==> config.mk <==
export PLATFORM = sky130hd
export DESIGN_NAME = pccm_ctl_initiator
export DESIGN_NICKNAME = d
export VERILOG_FILES = /design/src/rtl/pccm_ctl_initiator.sv
export SDC_FILE = /design/constraint.sdc
export NUM_CORES = 1
export LEC_CHECK = 0
export BUFFER_PORTS_ARGS = -buffer_cell sky130_fd_sc_hd__buf_4
export CORE_MARGIN = 2
export CORE_UTILIZATION = 45
export CTS_CLUSTER_DIAMETER = 60
export CTS_CLUSTER_SIZE = 20
export DETAILED_ROUTE_END_ITERATION = 10
export PLACE_DENSITY = 0.69
export SYNTH_ARGS = -nofsm -noshare
export SYNTH_HDL_FRONTEND = slang
export SYNTH_SLANG_ARGS = --single-unit
==> constraint.sdc <==
create_clock -name Clk -period 3.3 [get_ports Clk]
set_clock_uncertainty 0.15 [all_clocks]
set_input_delay 0.165 -clock Clk [delete_from_list [all_inputs] [get_ports Clk]]
set_output_delay 0.165 -clock Clk [all_outputs]
set_load 0.03 [all_outputs]
==> src/rtl/pccm_ctl_initiator.sv <==
// Host-side initiator for the 4-bit PCCM control channel: four-phase RTZ handshake with per-phase timeout.
// Optional 4-entry command FIFO in front of IDLE when PCCM_CMD_FIFO_EN is defined.
module pccm_ctl_initiator #(
    parameter int         TIMEOUT_CYCLES = 1024,
    parameter logic [3:0] NAK_CODE       = 4'hF
) (
    input  logic       Clk,
    input  logic       Reset,
    input  logic       cmd_valid,
    input  logic [3:0] cmd_code,
    output logic       cmd_ready,
    output logic [3:0] pccm_ctl_con_export,
    input  logic [3:0] pccm_rsp_con_export,
    output logic       busy,
    output logic       done,
    output logic       err,
    output logic [1:0] err_cause
);

    localparam logic [15:0] TMAX = 16'(TIMEOUT_CYCLES - 1);

    typedef enum logic [1:0] {IDLE, REQ, REL, WAITZ} state_t;

    state_t     r_state, w_state_nx;
    logic [3:0] r_code, w_code_nx;
    logic [3:0] r_ctl, w_ctl_nx;
    logic [15:0] r_timer, w_timer_nx;
    logic       r_nak, w_nak_nx;
    logic       r_done, r_err;
    logic [1:0] r_cause;
    logic       w_fsm_done, w_fsm_err;
    logic [1:0] w_fsm_cause;
    logic       w_done_nx, w_err_nx;
    logic [1:0] w_cause_nx;
    logic       w_take;
    logic       w_req_valid;
    logic [3:0] w_req_code;
    logic       w_zero_emit;

    always_comb begin
        w_state_nx  = r_state;
        w_code_nx   = r_code;
        w_ctl_nx    = r_ctl;
        w_timer_nx  = r_timer;
        w_nak_nx    = r_nak;
        w_fsm_done  = 1'b0;
        w_fsm_err   = 1'b0;
        w_fsm_cause = r_cause;
        w_take      = 1'b0;
        case (r_state)
            IDLE: begin
                if (w_req_valid) begin
                    w_take = 1'b1;
                    if (w_req_code != 4'd0) begin
                        w_code_nx  = w_req_code;
                        w_ctl_nx   = w_req_code;
                        w_timer_nx = 16'd0;
                        w_nak_nx   = 1'b0;
                        w_state_nx = REQ;
                    end else begin
                        w_fsm_err   = 1'b1;
                        w_fsm_cause = 2'd3;
                    end
                end
            end
            REQ: begin
                // A matching echo beats both NAK and an expiring timer.
                if (pccm_rsp_con_export == r_code) begin
                    w_ctl_nx   = 4'd0;
                    w_state_nx = REL;
                end else if (pccm_rsp_con_export == NAK_CODE) begin
                    w_ctl_nx   = 4'd0;
                    w_nak_nx   = 1'b1;
                    w_state_nx = REL;
                end else if (r_timer == TMAX) begin
                    w_ctl_nx    = 4'd0;
                    w_fsm_err   = 1'b1;
                    w_fsm_cause = 2'd2;
                    w_state_nx  = IDLE;
                end else begin
                    w_timer_nx = r_timer + 16'd1;
                end
            end
            REL: begin
                w_ctl_nx   = 4'd0;
                w_timer_nx = 16'd0;
                w_state_nx = WAITZ;
            end
            WAITZ: begin
                if (pccm_rsp_con_export == 4'd0) begin
                    w_state_nx = IDLE;
                    if (r_nak) begin
                        w_fsm_err   = 1'b1;
                        w_fsm_cause = 2'd1;
                    end else begin
                        w_fsm_done = 1'b1;
                    end
                end else if (r_timer == TMAX) begin
                    w_fsm_err   = 1'b1;
                    w_fsm_cause = 2'd2;
                    w_state_nx  = IDLE;
                end else begin
                    w_timer_nx = r_timer + 16'd1;
                end
            end
            default: w_state_nx = IDLE;
        endcase
    end

    always_comb begin
        w_done_nx  = w_fsm_done;
        w_err_nx   = w_fsm_err;
        w_cause_nx = w_fsm_cause;
        if (w_zero_emit) begin
            w_err_nx   = 1'b1;
            w_cause_nx = 2'd3;
        end
    end

`ifdef PCCM_CMD_FIFO_EN
    logic [3:0] r_fifo [4];
    logic [1:0] r_wr, r_rd;
    logic [2:0] r_cnt;
    logic       r_zpend;
    logic       w_full, w_can_push, w_push, w_zero;

    assign w_full      = (r_cnt == 3'd4);
    assign w_can_push  = !w_full || w_take;
    assign w_push      = cmd_valid && (cmd_code != 4'd0) && w_can_push;
    assign w_zero      = cmd_valid && (cmd_code == 4'd0) && w_can_push;
    assign cmd_ready   = !w_full;
    assign w_req_valid = (r_cnt != 3'd0);
    assign w_req_code  = r_fifo[r_rd];
    // Code-0 rejections are deferred one cycle if they collide with an FSM done/err.
    assign w_zero_emit = (w_zero || r_zpend) && !(w_fsm_done || w_fsm_err);

    always_ff @(posedge Clk) begin
        if (w_push) r_fifo[r_wr] <= cmd_code;
    end

    always_ff @(posedge Clk or negedge Reset) begin
        if (!Reset) begin
            r_wr    <= 2'd0;
            r_rd    <= 2'd0;
            r_cnt   <= 3'd0;
            r_zpend <= 1'b0;
        end else begin
            if (w_push) r_wr <= r_wr + 2'd1;
            if (w_take) r_rd <= r_rd + 2'd1;
            r_cnt   <= r_cnt + {2'd0, w_push} - {2'd0, w_take};
            r_zpend <= w_zero_emit ? (w_zero && r_zpend) : (r_zpend || w_zero);
        end
    end
`else
    assign cmd_ready   = (r_state == IDLE);
    assign w_req_valid = cmd_valid;
    assign w_req_code  = cmd_code;
    assign w_zero_emit = 1'b0;
`endif

    always_ff @(posedge Clk) begin
        r_code <= w_code_nx;
    end

    always_ff @(posedge Clk or negedge Reset) begin
        if (!Reset) begin
            r_state <= IDLE;
            r_ctl   <= 4'd0;
            r_timer <= 16'd0;
            r_nak   <= 1'b0;
            r_done  <= 1'b0;
            r_err   <= 1'b0;
            r_cause <= 2'd0;
        end else begin
            r_state <= w_state_nx;
            r_ctl   <= w_ctl_nx;
            r_timer <= w_timer_nx;
            r_nak   <= w_nak_nx;
            r_done  <= w_done_nx;
            r_err   <= w_err_nx;
            r_cause <= w_cause_nx;
        end
    end

    assign pccm_ctl_con_export = r_ctl;
    assign busy                = (r_state != IDLE);
    assign done                = r_done;
    assign err                 = r_err;
    assign err_cause           = r_cause;

endmodule

# ---- After elaboration in Yosys (flattened, before gate mapping)
# Index checks and enable logic that the tools add are counted.
dict set report totals {
  inputBits 11
  word_cells 81
  reg_bits 31
  out_inout_bits 10
}
dict set report op_classes {
  muxes 44
  addsub 1
  n_eq_ne 15
  reduce_logical 13
}
# cell n
set op_table {}
lappend op_table {{two-way mux 16 bit} 6}
lappend op_table {{case mux 16 bit (4 select lines)} 1}
lappend op_table {{two-way mux 2 bit} 13}
lappend op_table {{two-way mux 4 bit} 5}
lappend op_table {{adder 16 x 1 -> 16 bit, second input constant} 1}
lappend op_table {{== test 16 x 10 -> 1 bit, second input constant} 1}
lappend op_table {{two-way mux 1 bit} 14}
lappend op_table {{!= test 2 bit, second input constant} 6}
lappend op_table {{case mux 4 bit (3 select lines)} 1}
lappend op_table {{AND reduction 5 bit} 2}
lappend op_table {{case mux 2 bit (4 select lines)} 1}
lappend op_table {{case mux 2 bit (3 select lines)} 1}
lappend op_table {{AND reduction 6 bit} 1}
lappend op_table {{nonzero test 3 bit} 2}
lappend op_table {{== test 2 bit, second input constant} 2}
lappend op_table {{== test 4 bit} 1}
lappend op_table {{== test 4 bit, second input constant} 1}
lappend op_table {{logical NOT 4 bit} 1}
lappend op_table {{!= test 4 bit, second input constant} 1}
lappend op_table {{AND reduction 4 bit} 1}
lappend op_table {{nonzero test 2 bit} 2}
lappend op_table {{nonzero test 4 bit} 1}
lappend op_table {{!= test 3 bit, second input constant} 1}
lappend op_table {{case mux 1 bit (3 select lines)} 1}
lappend op_table {{6 further kinds} 6}

# ---- Logic depth before layout (Yosys ltp)
# Gate-level depths: netlist of the first run.
dict set report depth {
  depth_word 5
  depth_mapped 8
  depth_no_buf 7
}

# ---- Least setup slack after synthesis of the first run
# OpenSTA, ideal clock, no wires.
dict set report synth_path {
  kind {register to register}
  startpoint {register r_state[0]}
  endpoint {register r_timer[6]}
  path_buffers 0
  period_less_slack_ns 2.436
  arrival_ns 2.164
  path_stages_with_launch 8
  setup_time_ns 0.122
  slack_ns 0.864
  t_required_ns 3.028
  path_cell_list {dfrtp_1 > inv_1 > ha_1 > inv_1 > a21oi_2 > a211o_1 > or4_1 > mux2i_1}
}
dict set report synth_via {
  elab_chain_cells 3
  word_cells_on_any_way 11
  cone_classes {8 x eq/ne; 1 x mux; 2 x reduce/logical}
}
# element line
set synth_lines {}
lappend synth_lines {{start, declared} 24} ;# state_t r_state, w_state_nx;
lappend synth_lines {{start signal, assigned} 175} ;# r_state <= w_state_nx;
lappend synth_lines {{logical NOT 2 bit *} -}
lappend synth_lines {{via cmd_ready} 11} ;# output logic cmd_ready,
lappend synth_lines {{!= test 2 x 1 -> 1 bit (no source line) / != test 2 bit (equally long branches)} -}
lappend synth_lines {{AND reduction 5 bit (no source line)} -}
lappend synth_lines {{end signal, assigned} 177} ;# r_timer <= w_timer_nx;
lappend synth_lines {{end, declared} 27} ;# logic [15:0] r_timer, w_timer_nx;
# The timed path passes the listed nets; every way through them passes the cells marked *.
# A chain may end at the register's enable or synchronous reset.

# ---- Worst setup path after layout of the first run
dict set report layout_path {
  startpoint {register r_timer[1]}
  endpoint {register r_ctl[1], in the netlist pccm_ctl_con_export[1]}
}
dict set report layout_via {
  elab_chain_cells 3
}
# element line
set layout_lines {}
lappend layout_lines {{== test 16 x 10 -> 1 bit} 75} ;# end else if (r_timer == TMAX) begin
lappend layout_lines {{!= test 4 bit (no source line)} -}
lappend layout_lines {{AND reduction 4 bit (no source line)} -}
lappend layout_lines {{end signal, assigned} 176} ;# r_ctl <= w_ctl_nx;
lappend layout_lines {{end, declared} 26} ;# logic [3:0] r_ctl, w_ctl_nx;
# No other way between the ends.

==> impl_metrics.ini, run 1 <==
[cells_and_area]
final_cells = 265
final_cell_mix = dfrtp_1 (27), buf_4 (21), nand2_1 (18)
layout_commonest_cell = dfrtp_1
drive_gt1_share_pct = 20.9
diodes = 0
area_growth_pct = 18.6
fin_nets = 230
utilization_pct = 54.6

[power_and_ir_drop]
powerDensity_mw_per_mm2 = 703
p_leak_nw = 0.945
peakVddDrop_mv = 0.428

[grt]
gr-total-overflow = 0
grt_pass1_vias = 1528
grt_pass1_wl_mm = 7.27
grt_start_max_net_pins = 28
antenna_found_initial = 0
groute.usage.overall_pct = 21.8

[worst_hold_path]
hold_path_end = done$_DFF_PN0_
min_path_type = in -> reg
hold_path_depth = 4
hold_start = pccm_rsp_con_export[3]

[run_status]
status = completed

[drt]
wire_per_inst_um = 16.4
detail_route.first_pass.iterations = 4
drc = 0
routed_wl_mm = 4.36
routed-via-count = 1554
vias_per_cell = 5.86
drtIter0Drc = 140
ant_nets = 0

[synthesis]
yosys_warnings = 0
synth_fp_nets = 201
avgSynthCellArea_sq_um = 9.81
ys_seq_area_share_pct = 43.8
ys_types = 44
synth_ff_type = dfrtp_1
netlist_instances = 185
synth_seq_cells = 31
synth_edf_count = 4
synth_area_sq_mm = 0.00182
synthArstFlopShare_pct = 87.1

[sta]
fin_ws_ns = 0.780
tns_ns = 0
rsz0062_at_grt = no
slew_headroom_pct = 57.5
fmax_ghz = 0.397
fin_crit_ns = 2.52
hold_viol_final = 0
fin_crit_sh_pct = 76.4
maxSlewViolCount = 0
setup_viol = 0
holdWs_ns = 0.125
tightestPinTransition_ns = 0.634

[setup_path]
critPathKind = reg -> reg
cp_max_fo = 6
crit_required_ns = 3.32
r2r_end = pccm_ctl_con_export[1]$_DFFE_PN0P_
startpoint_type = flip-flop
slowest_delay_ns = 0.50
cp.arrival_ns = 2.54
r2r_cells = 6
end_kind = flip-flop
crit_family = simple AND/OR/NAND/NOR gates
timing.rr.start = r_timer[1]$_DFFE_PN0P_
r2r_slack_ns = 0.78
cp_cell_sequence = ha_1 -> nand3_2 -> nor3_1 -> nand2_1 -> a211o_1 -> mux2_4
crit_buf_inv = 0
critPathSlowestCell = nor3_1

[clocking]
clkSinkCount = 31
cts_made_buffers = 5
worstSkewPairLatency_ns = 0.29
cts_tree = built
clkTransAtPathRegs_ns = 0.07
cts_root_buffer = clkbuf_8
cts_max_path_buffers = 2
cts_resized = 0
htreeDepth = 2

[run]
max_cap_viol_count = 0

[die]
core-area_sq_mm = 0.00394
die-area_sq_mm = 0.00456
rows = 23
die_w_um = 67.5
pin_count = 21
die_h_um = 67.5
start_util_pct = 46.0

[placement]
place_inst = 252
port_buffers = 20
dpl.hpwl_mm = 3.15
dp_worst_setup_slack_ns = 0.807
place.gp.congestion = 0.828
[power by group]
part	total [mW]	leakage, nW	switching [mW]	internal (mW)
clock network	0.286	0.0477	0.142	0.144
logic	0.733	0.502	0.447	0.287
registers	0.494	0.395	0.0453	0.448
total	1.51	0.945	0.634	0.879
[timing repair]
item / 4_1_cts / 5_1_grt
hold buffers: 5 / 0
hold endpoints to repair: 31 / 0
setup buffers: 0 / 0
[worst max path at each step]
stage	startpoint	endpoint	slack, ns	cells after the start
4_1_cts	r_timer[1]$_DFFE_PN0P_	pccm_ctl_con_export[1]$_DFFE_PN0P_	0.78	6
3_3_place_gp	r_timer[0]$_DFFE_PN0P_	pccm_ctl_con_export[3]$_DFFE_PN0P_	0.92	6
5_1_grt	r_timer[0]$_DFFE_PN0P_	pccm_ctl_con_export[1]$_DFFE_PN0P_	0.61	6
6_report	r_timer[1]$_DFFE_PN0P_	pccm_ctl_con_export[1]$_DFFE_PN0P_	0.78	6
2_1_floorplan	r_state[0]$_DFFE_PN0P_	r_timer[6]$_DFFE_PN0P_	0.86	7
3_5_place_dp	r_timer[1]$_DFFE_PN0P_	pccm_ctl_con_export[1]$_DFFE_PN0P_	0.81	6
[layout make-up]
type / instances / area [sq um]
clock buffers: 5 / 68.8
clock inverters: 3 / 15.0
fillers: 360 / 1790
inverters: 7 / 26.3
multi-input cells: 143 / 977
flip-flops and latches: 31 / 796
well taps: 50 / 62.6
repair buffers: 26 / 208
[per-stage QoR]
step,power [mW],area [sq um]
3_5_place_dp,1.22,2020
3_3_place_gp,1.19,2020
2_1_floorplan,1.01,1820
4_1_cts,1.52,2150
5_1_grt,1.62,2150
6_report,1.51,2150
[cells by family (layout without fill, tap and decap cells)]
family                   count (synthesis)  after routing  share of synthesized area (%)
AO/OA/AOI/OAI                           44             44                           16.9
XOR/XNOR                                 4              4                           1.93
adder cells (fa/ha/maj)                  5              5                           3.45
buffers and inverters                   11             41                           2.34
flip-flops                              31             31                           43.8
multiplexers                            10             10                           6.62
AND/OR/NAND/NOR                         80             80                           24.9
[sequential cells by signal, indices dropped and copies added (netlist names)]
name	cells
r_nak	1
err_cause	2
r_timer	16
pccm_ctl_con_export	4
r_state	2
done	1
err	1
r_code	4
[cell usage after synthesis (all sizes together), types with 3 or more instances]
master	n	area share [%]
dfrtp	27	37
nand2	18	3.7
a21oi	14	4.1
nor2	9	1.9
or4	9	3.7
inv	7	1.4
nand3	7	2.2
nand4	7	2.4
mux2i	6	3.3
o31ai	6	2.5
or2	6	2.1
ha	5	3.4
o21ai	5	1.4
and4	4	1.9
edfxtp	4	6.6
mux2	4	3.3
nor2b	4	1.4
nor4	4	1.4
xor2	4	1.9
and2	3	1.0
and3	3	1.0
clkbuf	3	0.62
nor3	3	0.83
[worst min-delay path, delay by kind of cell]
kind / cells / cell delay, ns
buf+inv: 1 / 0.10
simple gates: 3 / 0.25
[layer usage]
layer  part of all wire, %  track usage (%)
met3                   5.0             7.00
met5                     0                0
met1                    43             27.8
met4                   2.0             9.95
met2                    50             33.7
No activity file was read; power rests on OpenSTA's default activity.
==> run 2: changes to the inputs <==
PLACE_DENSITY = 0.72   (was 0.69)
clock period = 2.1 ns   (was 3.3 ns; I/O delays follow)
==> run 2 against run 1 <==
  * The flow now finishes with violations (setup timing)
  * Maximum frequency increased by 18%
  * Global-route usage increased by 0.21 points
  * Utilization increased by 7.7 points
  * Largest power group unchanged
  * Sequential power increased by 57%
  * Routed wire length increased by 2.2%
  * Largest cell class unchanged
  * Cell count increased by 12%
==> impl_metrics.ini, run 2 (synthesis results as in run 1) <==
[run_status]
status = finished, violations left
violations = setup timing

[setup_path]
end_kind = flip-flop
startpoint_type = flip-flop
critPathKind = reg -> reg
cp_max_fo = 4
cp.arrival_ns = 2.14
crit_required_ns = 2.11

[placement]
place.gp.congestion = 0.876
dp_worst_setup_slack_ns = -0.0637
dpl.hpwl_mm = 3.23
place_inst = 281
port_buffers = 20

[sta]
fin_crit_ns = 2.13
hold_viol_final = 0
setup_viol = 4
slew_headroom_pct = 74.5
fin_ws_ns = -0.0335
tightestPinTransition_ns = 0.379
fin_crit_sh_pct = 102
maxSlewViolCount = 0
rsz0062_at_grt = yes
fmax_ghz = 0.469

[drt]
routed-via-count = 1691
routed_wl_mm = 4.45
wire_per_inst_um = 15.0
vias_per_cell = 5.71
detail_route.first_pass.iterations = 4
drc = 0
ant_nets = 0
drtIter0Drc = 125

[clocking]
clkTransAtPathRegs_ns = 0.06
clkSinkCount = 31
cts_tree = built
cts_root_buffer = clkbuf_8
cts_max_path_buffers = 2
cts_made_buffers = 5
worstSkewPairLatency_ns = 0.28
htreeDepth = 2

[cells_and_area]
final_cell_mix = buf_4 (53), dfrtp_1 (26), nand2_1 (18)
final_cells = 296
fin_nets = 262
area_growth_pct = 35.3
drive_gt1_share_pct = 36.2
diodes = 0
layout_commonest_cell = buf_4
top_register = r_timer
largest_reg_flops = 16

[grt]
groute.usage.overall_pct = 22.1
grt_pass1_vias = 1590
gr-total-overflow = 0
grt_start_max_net_pins = 28
antenna_found_initial = 0
grt_pass1_wl_mm = 7.53

[worst_hold_path]
min_path_type = in -> reg

[die]
die-area_sq_mm = 0.00456
rows = 23
die_h_um = 67.5
die_w_um = 67.5
core-area_sq_mm = 0.00394
start_util_pct = 46.0
pin_count = 21

[power_and_ir_drop]
peakVddDrop_mv = 0.601
powerDensity_mw_per_mm2 = 1090
p_leak_nw = 1.09

[run]
max_cap_viol_count = 0
run 2: final timing paths:
kind	start	end	slack, ns	cells past startpoint
max	r_code[0]$_DFFE_PP_	pccm_ctl_con_export[2]$_DFFE_PN0P_	-0.03	6
min	pccm_rsp_con_export[0]	done$_DFF_PN0_	0.07	4
max reg2reg	r_code[0]$_DFFE_PP_	pccm_ctl_con_export[2]$_DFFE_PN0P_	-0.03	6
min reg2reg	err_cause[1]$_DFFE_PN0P_	err_cause[1]$_DFFE_PN0P_	0.35	1
max in group asynchronous	Reset	r_state[0]$_DFFE_PN0P_	1.39	2
min in group asynchronous	Reset	pccm_ctl_con_export[0]$_DFFE_PN0P_	0.13	2
run 2: metal layers:
| layer | track usage [%] | up-vias | part of all wire, % |
|---|---|---|---|
| li1 | - | 828 | - |
| met2 | 33.7 | 27 | 48 |
| met3 | 4.50 | 8 | 4.1 |
| met4 | 8.67 | 0 | 1.5 |
| met5 | 0 | - | 0 |
| met1 | 30.5 | 828 | 47 |
run 2: critical path: stages (launching register included):
cell      delay, ns
edfxtp_1       0.38
xor2_1         0.17
o41ai_2        0.41
buf_4          0.18
nor2_1         0.04
a211o_2        0.37
mux2_4         0.32
run 2: layout make-up:
class | count | area (sq um)
clock buffer | 7 | 76.3
fill | 313 | 1490
inverter | 7 | 28.8
multi-input combinational | 143 | 1040
sequential | 31 | 797
tap | 50 | 62.6
timing repair buffer | 58 | 448
run 2: power by group:
group	switching [mW]	total, mW	internal, mW
clock	0.203	0.431	0.227
sequential	0.0672	0.775	0.707
combinational	0.772	1.48	0.703
run 2: metrics by stage:
step	setup TNS, ns	cell area [sq um]	hold slack, ns	utilization [%]	total power [mW]
CTS	-0.0829	2410	0.0489	61.1	2.66
global placement	-0.0768	2260	-0.106	57.3	2.18
floorplan	0	1840	-0.341	-	1.63
finish	-0.113	2460	0.0653	62.3	2.68
global route	-0.826	2460	0.0827	62.3	2.86
detailed placement	-0.365	2260	-0.104	57.3	2.20
run 2: timing repair:
item,CTS,global route
gates cloned,0,0
gates resized for setup,4,9
buffers inserted,2,1
endpoints found under the setup margin,11,17
hold buffers,5,0
hold endpoints to repair,31,0
pin swaps,1,2
==> run 3: changes to the inputs <==
ABC_AREA = 1   (was not set)
PLACE_DENSITY = 0.71   (was 0.72)
REMOVE_ABC_BUFFERS = 1   (was not set)
==> run 3 against run 2 <==
  * Routed wire length shrank 4.5%
  * Design area shrank 2.1%
  * Power grew 0.69%
  * Non-clock buffer count shrank 26
  * Sequential share of layout area grew 0.76 points
  * Flip-flop and latch count is the same
  * The run now ends clean
  * Die area grew 9.3%
  * Register-to-register slack gained 0.17 ns
  * Critical path depth grew 3
  * First-iteration DRC count shrank 12%
  * Utilization shrank 6.7 points
==> impl_metrics.ini, run 3 <==
[run_status]
status = completed

[setup_path]
crit_required_ns = 2.12
timing.rr.start = r_timer[0]$_DFFE_PN0P_
crit_buf_inv = 1
critPathKind = reg -> reg
critPathSlowestCell = dfrtp_2
r2r_slack_ns = 0.14
cp_max_fo = 9
cp_cell_sequence = ha_1 -> nand3_1 -> nor2_4 -> nand2_4 -> nand4_1 -> buf_4 -> nand3_1 -> nand2_1 -> nand2_1
cp.arrival_ns = 1.98
startpoint_type = flip-flop
end_kind = flip-flop
r2r_end = r_state[0]$_DFFE_PN0P_
slowest_delay_ns = 0.41
crit_family = simple AND/OR/NAND/NOR gates
r2r_cells = 9

[power_and_ir_drop]
powerDensity_mw_per_mm2 = 1120
peakVddDrop_mv = 0.652
p_leak_nw = 1.25
p_total_mw = 2.70

[sta]
fmax_ghz = 0.510
tns_ns = 0
tightestPinTransition_ns = 0.430
slew_headroom_pct = 71.2
fin_crit_ns = 1.96
maxSlewViolCount = 0
setup_viol = 0
fin_crit_sh_pct = 93.4
hold_viol_final = 0

[grt]
gr-total-overflow = 0
groute.usage.overall_pct = 18.1
grt_pass1_vias = 1626
grt_pass1_wl_mm = 7.22
antenna_found_initial = 0
grt_start_max_net_pins = 28

[clocking]
cts_made_buffers = 5
clkSinkCount = 31
cts_root_buffer = clkbuf_8
worstSkewPairLatency_ns = 0.28
htreeDepth = 2
clkTransAtPathRegs_ns = 0.07
cts_max_path_buffers = 2
cts_tree = built

[synthesis]
synth_area_leaders = dfrtp_1 (34%), nand2_1 (18%), nor2_1 (8.1%)
netlist_top_cells_count = nand2_1 (98), nor2_1 (43), inv_1 (34)
synth_largest_area_cell = dfrtp_1
synthArstFlopShare_pct = 87.1
yosys.cell_count.top_type = nand2_1
yosys_warnings = 0
ys_types = 23
synth_seq_cells = 31
synth_ff_type = dfrtp_1
yosys.area.top_type_share_pct = 33.9
netlist_instances = 280
avgSynthCellArea_sq_um = 7.13
ys_seq_area_share_pct = 39.9
synth_area_sq_mm = 0.00200
synth_edf_count = 4

[die]
die-area_sq_mm = 0.00498
die_h_um = 70.6
start_util_pct = 46.2
die_w_um = 70.6
rows = 24
core-area_sq_mm = 0.00432
pin_count = 21

[cells_and_area]
drive_gt1_share_pct = 14.6
fill_cells = 431
final_cells = 368
fin_nets = 331
largest_reg_flops = 16
final_cell_mix = nand2_1 (98), nor2_1 (43), inv_1 (34)
area_growth_pct = 20.4
top_register = r_timer
diodes = 0
final_cell_area_sq_mm = 0.00240
layout_commonest_cell = nand2_1
utilization_pct = 55.6

[worst_hold_path]
min_path_type = in -> reg
hold_start = pccm_rsp_con_export[1]
hold_path_depth = 4
hold_path_end = done$_DFF_PN0_

[placement]
port_buffers = 20
place_inst = 352
dpl.hpwl_mm = 3.01
place.gp.congestion = 0.838
dpl-instance-area_sq_mm = 0.00220

[drt]
wire_per_inst_um = 11.6
routed_wl_mm = 4.25
routed-via-count = 1803
drc = 0
drtIter0Drc = 110
detail_route.first_pass.iterations = 4
ant_nets = 0
vias_per_cell = 4.90

[run]
max_cap_viol_count = 0
-- run 3: changes by cell type in the layout (fill, tap and decap cells not counted), sizes merged, moves of 5 or more --
cell / change
or4: -9
nand3: +15
nand2: +81
buf: -26
mux2i: -6
a21oi: -13
xor2: +6
inv: +27
nor2: +38
o31ai: -5
-- run 3: routing by layer --
metal  up-vias  track usage, %  wire length, um  share of wire (%)
met5         -               0                0                  0
li1        947               -                -                  -
met2        26            28.2             1910                 45
met1       825            25.0             2150                 51
met4         0            6.50               57                1.3
met3         5            3.85              138                3.2
-- run 3: layout make-up --
cell class	count	area, sq um	share of cell area [%]
clock buffers	8	100	4.16
inverters	34	128	5.31
multi-input cells	211	1030	43.1
flip-flops and latches	31	798	33.2
well taps	52	65.1	2.71
repair buffers	32	278	11.6
-- run 3: repair_timing --
item / 4_1_cts / 5_1_grt
hold buffers: 5 / 0
buffers inserted: 0 / 3
gates resized for setup: 0 / 2
endpoints found under the setup margin: 0 / 20
endpoints found under the hold margin: 31 / 0
-- run 3: report_power, final --
part	internal, mW	total (mW)	switching (mW)
Clock	0.299	0.525	0.226
Combinational	0.508	1.36	0.851
Sequential	0.726	0.815	0.0891
Total	1.53	2.70	1.17
-- run 3: worst max path at each step --
| stage | startpoint | to | slack, ns | depth (start not counted) |
|---|---|---|---|---|
| final | r_timer[0]$_DFFE_PN0P_ | r_state[0]$_DFFE_PN0P_ | 0.14 | 9 |
| after global routing | r_timer[0]$_DFFE_PN0P_ | pccm_ctl_con_export[2]$_DFFE_PN0P_ | -0.004 | 8 |
| after CTS | r_timer[0]$_DFFE_PN0P_ | r_timer[15]$_DFFE_PN0P_ | 0.06 | 6 |
| after detailed placement | r_timer[0]$_DFFE_PN0P_ | r_timer[15]$_DFFE_PN0P_ | 0.07 | 6 |
| after global placement | r_timer[0]$_DFFE_PN0P_ | r_timer[15]$_DFFE_PN0P_ | 0.08 | 6 |
| after floorplan | r_state[1]$_DFFE_PN0P_ | r_timer[11]$_DFFE_PN0P_ | -0.0003 | 6 |
-- run 3: per-stage QoR --
stage | hold slack (ns) | setup WS (ns)
floorplan | -0.341 | -0.000279
global placement | -0.109 | 0.0807
detailed placement | -0.108 | 0.0673
CTS | 0.0433 | 0.0579
global route | 0.0762 | -0.00420
finish | 0.0460 | 0.139
-- run 3: worst register-to-register path: cells and delay by family, from the launching register on --
family | cells | cell delay (ns)
DFF | 1 | 0.41
adders and majority gates | 1 | 0.20
and+or+nand+nor | 7 | 0.93
buffers and inverters | 1 | 0.15
-- run 3: cells by family (layout without fill, tap and decap cells) --
family          after synthesis  count (layout)  synth area share, %
xor+xnor                     14              14                 6.14
flops                        31              31                 39.9
compound gates               10              10                 3.64
buf+inv                      38              74                 8.28
simple gates                182             182                 38.9
fa+ha+maj                     5               5                 3.13
